## src/rtl/mem_led_top_if.sv

```systemverilog
`default_nettype none
// ============================================================================
// Module   : mem_led_top_if
// Brief    : Memory/LED bus bundle for mem_led_top (read/write strobes,
//            word address, byte select and displayed byte).
// Revision : 1.0 - initial release
// ============================================================================
interface mem_led_top_if #(
  parameter int ADDR_W = 6
);
  logic              Mem_Read;
  logic              Mem_Write;
  logic [ADDR_W+1:2] Mem_Addr;
  logic [1:0]        MUX;
  logic [7:0]        LED;

  modport master (
    output Mem_Read,
    output Mem_Write,
    output Mem_Addr,
    output MUX,
    input  LED
  );

  modport slave (
    input  Mem_Read,
    input  Mem_Write,
    input  Mem_Addr,
    input  MUX,
    output LED
  );
endinterface
`default_nettype wire

```

## src/rtl/mem_led_top.sv

```systemverilog
`default_nettype none
// ============================================================================
// Module   : mem_led_top
// Brief    : 64x32 register-file memory with address-indexed write pattern
//            generator and byte selector driving 8 LEDs.
//            Optional macro LED_REG_EN registers the LED output (1-cycle
//            read latency); default build is purely combinational.
// Revision : 1.0 - initial release
// ============================================================================
module mem_led_top #(
  parameter int ADDR_W = 6,
  parameter int DATA_W = 32
) (
  input  wire logic     Clk,
  input  wire logic     Reset,
  mem_led_top_if.slave  bus
);

  localparam int c_depth = 2 ** ADDR_W;

  localparam logic [DATA_W-1:0] c_pat0 = 32'h0000_000F;
  localparam logic [DATA_W-1:0] c_pat1 = 32'h0000_0DB0;
  localparam logic [DATA_W-1:0] c_pat2 = 32'hFF3C_C381;
  localparam logic [DATA_W-1:0] c_pat3 = 32'h1234_5678;

  logic [DATA_W-1:0] r_mem [c_depth];
  logic [DATA_W-1:0] w_wdata;
  logic [DATA_W-1:0] w_rword;
  logic [7:0]        w_led;

  // Write data depends only on the low two word-address bits.
  always_comb begin
    w_wdata = c_pat0;
    case (bus.Mem_Addr[3:2])
      2'd0:    w_wdata = c_pat0;
      2'd1:    w_wdata = c_pat1;
      2'd2:    w_wdata = c_pat2;
      default: w_wdata = c_pat3;
    endcase
  end

  always_ff @(posedge Clk or negedge Reset) begin
    if (!Reset) begin
      for (int i = 0; i < c_depth; i++) begin
        r_mem[i] <= '0;
      end
    end else if (bus.Mem_Write) begin
      r_mem[bus.Mem_Addr] <= w_wdata;
    end
  end

  // Read path sees stored contents only; a same-cycle write is not bypassed.
  assign w_rword = r_mem[bus.Mem_Addr];

  always_comb begin
    w_led = 8'h00;
    if (bus.Mem_Read) begin
      case (bus.MUX)
        2'd0:    w_led = w_rword[7:0];
        2'd1:    w_led = w_rword[15:8];
        2'd2:    w_led = w_rword[23:16];
        default: w_led = w_rword[31:24];
      endcase
    end
  end

`ifdef LED_REG_EN
  logic [7:0] r_led;

  always_ff @(posedge Clk or negedge Reset) begin
    if (!Reset) begin
      r_led <= 8'h00;
    end else begin
      r_led <= w_led;
    end
  end

  assign bus.LED = r_led;
`else
  assign bus.LED = w_led;
`endif

endmodule
`default_nettype wire

```

## src/flat_wrapper.sv

```systemverilog
// flat-port wrapper written by rule: the top's interface ports become plain ports
module mem_led_top_flat 
#(
  parameter int ADDR_W = 6,
  parameter int DATA_W = 32
)
  (Clk, Reset, bus_Mem_Read, bus_Mem_Write, bus_Mem_Addr, bus_MUX, bus_LED);
  mem_led_top_if #(.ADDR_W(ADDR_W)) bus_i ();
  input  wire logic Clk;
  input  wire logic Reset;
  input wire logic [$bits(bus_i.Mem_Read)-1:0] bus_Mem_Read;
  input wire logic [$bits(bus_i.Mem_Write)-1:0] bus_Mem_Write;
  input wire logic [$bits(bus_i.Mem_Addr)-1:0] bus_Mem_Addr;
  input wire logic [$bits(bus_i.MUX)-1:0] bus_MUX;
  output wire logic [$bits(bus_i.LED)-1:0] bus_LED;
  assign bus_i.Mem_Read = bus_Mem_Read;
  assign bus_i.Mem_Write = bus_Mem_Write;
  assign bus_i.Mem_Addr = bus_Mem_Addr;
  assign bus_i.MUX = bus_MUX;
  assign bus_LED = bus_i.LED;
  mem_led_top #(.ADDR_W(ADDR_W), .DATA_W(DATA_W)) u_core (.Clk(Clk), .Reset(Reset), .bus(bus_i));
endmodule
```

## config.mk

```make
export PLATFORM = sky130hd
export DESIGN_NAME = mem_led_top_flat
export DESIGN_NICKNAME = d
export VERILOG_FILES = /design/src/rtl/mem_led_top_if.sv /design/src/rtl/mem_led_top.sv /design/src/flat_wrapper.sv
export SDC_FILE = /design/constraint.sdc
export NUM_CORES = 1
export LEC_CHECK = 0
export CORE_MARGIN = 4
export CORE_UTILIZATION = 50
export CTS_CLUSTER_DIAMETER = 60
export DETAILED_ROUTE_END_ITERATION = 6
export HOLD_SLACK_MARGIN = 0.05
export PLACE_DENSITY = 0.68
export SKIP_CTS_REPAIR_TIMING = 1
export SLEW_MARGIN = 20
export SYNTH_ARGS = -nofsm -noshare
export SYNTH_HDL_FRONTEND = slang
export SYNTH_SLANG_ARGS = --single-unit
```

## constraint.sdc

```tcl
create_clock -name Clk -period 2.4 [get_ports Clk]
set_input_delay 0.36 -clock Clk [delete_from_list [all_inputs] [get_ports Clk]]
set_output_delay 0.36 -clock Clk [all_outputs]
set_load 0.01 [all_outputs]
```

==> impl_metrics.tcl <==
set metrics [dict create \
    outcome "finished with violations" \
    violations_in_the_final_reports "setup timing" \
    pleak_nw 15.8 \
    worst_ep_arrival_time_ns 3.10 \
    synth_compound_area_share_pct 12.6 \
    timing.critical_path.to_type "output port" \
    ys_seq_area_share_pct 54.8 \
    totalPowerFinal_w 0.0245 \
    netlist.area_leader.share_pct 54.8 \
    final_antenna_net_count 0 \
    synth_enable_flop_cells 0 \
    post_route_cells_drive_above_1_share_pct 29.0 \
    reg_top3 "u_core.r_mem (576)" \
    critical_path.max_stage_delay_ns 0.69 \
    post_synthesis_share_of_cell_area_spent_on_and_or_nand_and_nor_gates_pct 13.9 \
    cell_area_after_synthesis_um2 26300 \
    synth.distinct_cells 69 \
    grt_pass1_vias 22100 \
    wirelength_mm 89.0 \
    largest_register_ff_count 576 \
    fmax_mhz 289 \
    worstHoldPathType "input pin to async pin" \
    worst-slew-pin-transition_ns 0.746 \
    post_synth.cell_area_avg_um2 10.3 \
    wire_length_of_the_first_global_routing_pass_mm 135 \
    cts_buffers 59 \
    post-synth-top-count-cell "nand2_1" \
    layout_worst_path_cycle_share_pct 144 \
    netlist.top_cell.by_area "dfrtp_1" \
    routed_wire_length_per_instance_um 24.8 \
    numClockSinks 576 \
    clk_path_buf_depth 3 \
    max_slew_margin_pct 50.3 \
    synth_top_family_by_area "multiplexers" \
    yosys.area_share.xor_xnor_pct 0 \
    syn-instance-count 2560 \
    grt_setup_unrepaired "true" \
    crit_required_ns 2.04 \
    yosys.area_share.adder_pct 0.190 \
    number_of_hold_violations_in_the_final_report 0 \
    synthArstFlopShare_pct 100 \
    overall_die_height_um 237 \
    drcViolationCount 0 \
    clock_tree_from_tritoncts "yes" \
    max_slew_violations 0 \
    ctsRootBufferMaster "clkbuf_16" \
    post_layout_nonfiller_instances 3582 \
    post_synth_most_frequent_cells "771 x nand2_1, 576 x dfrtp_1, 275 x o21ai_0" \
    largest_net_degree_at_the_start_of_global_routing 102 \
    detail_route.iter0.violations 2826 \
    die_area_um2 56300 \
    overflow 0 \
    setup_violations 8 \
    initial_antenna_violation_count 5 \
    io_buffer_count 19 \
    postSynthRegisterBits 576 \
    boundaryPins 20 \
    timing.final.ws_setup_ns -1.06 \
    clk_latency_ns 0.62 \
    post-dp-hpwl_mm 62.3 \
    post-route-min-period_ns 3.46 \
    synth_top_cells_by_area "dfrtp_1 55%, nand2_1 11%, mux2_2 8.8%" \
    placeableCoreArea_um2 51700 \
    cp_common_cell "buf_4" \
    place_congestion 1.01 \
    power.density_cell_area_nw_per_um2 747 \
    fp-row-count 83 \
    clk_transition_reported_paths_ns 0.06 \
    gr-usage-all-layers_pct 31.2 \
    die_width_um 237 \
    final.setup_skew_ns 0 \
    num-nets-final 2871 \
    synth_top_flop_cell "dfrtp_1" \
    initial_core_util_pct 50.8 \
    crit_type "input pin to output port" \
    synth.net_count 2576 \
    route.vias.total 22000 \
    critPathSlowestCell "a222oi_1" \
    vdd_ir_drop_max_v 0.000581 \
    worst_setup_path_start_kind "input pin" \
    htree_num_levels 2 \
    synthToLayoutAreaGrowth_pct 25.0 \
    dr.pass1.iters 7 \
    post_synth_mux_area_share_pct 14.5 \
    post_drt_via_cell_ratio 6.15 \
    synthesis.yosys.warnings 0 \
    max_cap_violations 0 \
    cp_cell_sequence "buf_4 -> buf_4 -> and3_2 -> buf_4 -> buf_4 -> a222oi_1 -> buf_4 -> o22a_1 -> nand4_1 -> buf_4 -> nand3_2 -> o221ai_2 -> buf_2" \
    regMostFlops "u_core.r_mem" \
    worstPathMaxFanout 10 \
    placedCellCount 3465 \
]
-- worst max-delay path, delay by kind of cell --
family / cells / cell delay [ns]
AOI/OAI and AO/OA: 3 / 0.90
and+or+nand+nor: 3 / 0.54
buffers and inverters: 7 / 1.29
-- metrics by stage --
step                TNS, ns  worst slack (ns)  cell area [um^2]  hold WS [ns]  util [%]
finish                -7.33             -1.06             32900         0.216      63.5
global route          -7.59             -1.13             32900         0.242      63.5
CTS                  -10.62             -1.42             32500        -0.392      62.8
detailed placement   -25.26             -1.35             30400         0.273      58.8
global placement     -21.70             -1.32             30400         0.267      58.8
floorplan            -0.571           -0.0982             26400        0.0644         -
-- layer usage --
layer / share of wire (%) / global-route usage [%]
met1: 40 / 43.2
met2: 45 / 48.0
met3: 9.3 / 6.23
met4: 5.1 / 14.4
met5: 0.052 / 0
-- cell usage in the layout (no fill, tap or decap), drive strengths merged, types with 3 or more instances in the layout --
master and count:
a31oi 20, a22oi 73, dfrtp 576, a22o 19, o221ai 8, nor2b 8, clkdlybuf4s50 7, and2 12
a221o 8, clkbuf 85, nor4 4, a221oi 21, ha 4, o2bb2ai 8, mux2i 86, nor3b 3
mux2 206, a222oi 7, nand3 10, nand2b 13, o31ai 4, o21ai 276, nor3 9, buf 436
a41o 4, a21boi 3, mux4 28, o22ai 11, a21oi 33, nand2 771, and3 10, bufinv 8
a211oi 6, o22a 5, o211ai 8, inv 11, and3b 4, nand4 5, clkinv 13, nor2 53
-- area by class of cell --
cell class              instances  area [um^2]
clock inverters                24          348
clock buffers                  83         1750
well taps                     680          851
flip-flops and latches        576        14400
inverters                      10         37.5
fillers                      3954        18900
repair buffers                448         4250
multi-input cells            1760        11200
diodes                          1         2.50
-- cell families after synthesis --
logic type,Yosys count
mux,320
compound gates,528
simple gates,908
buf+inv,224
fa+ha+maj,4
flops,576
-- path summary, 6_finish.rpt --
check	from	endpoint	slack [ns]	cells past startpoint
max	bus_Mem_Addr[2]	bus_LED[4]	-1.06	13
min	Reset	u_core.r_mem[1251]	0.22	2
max reg2reg	u_core.r_mem[1730]	u_core.r_mem[1730]	1.60	1
min reg2reg	u_core.r_mem[355]	u_core.r_mem[355]	0.47	2
max in group asynchronous	Reset	u_core.r_mem[170]	1.29	4
min in group Clk	bus_Mem_Addr[1]	u_core.r_mem[1090]	0.28	5
-- where the power goes --
part           switching, W  internal, W
sequential         0.000620       0.0108
clock               0.00395      0.00591
combinational       0.00187      0.00143
No activity file was read; power rests on OpenSTA's default activity.
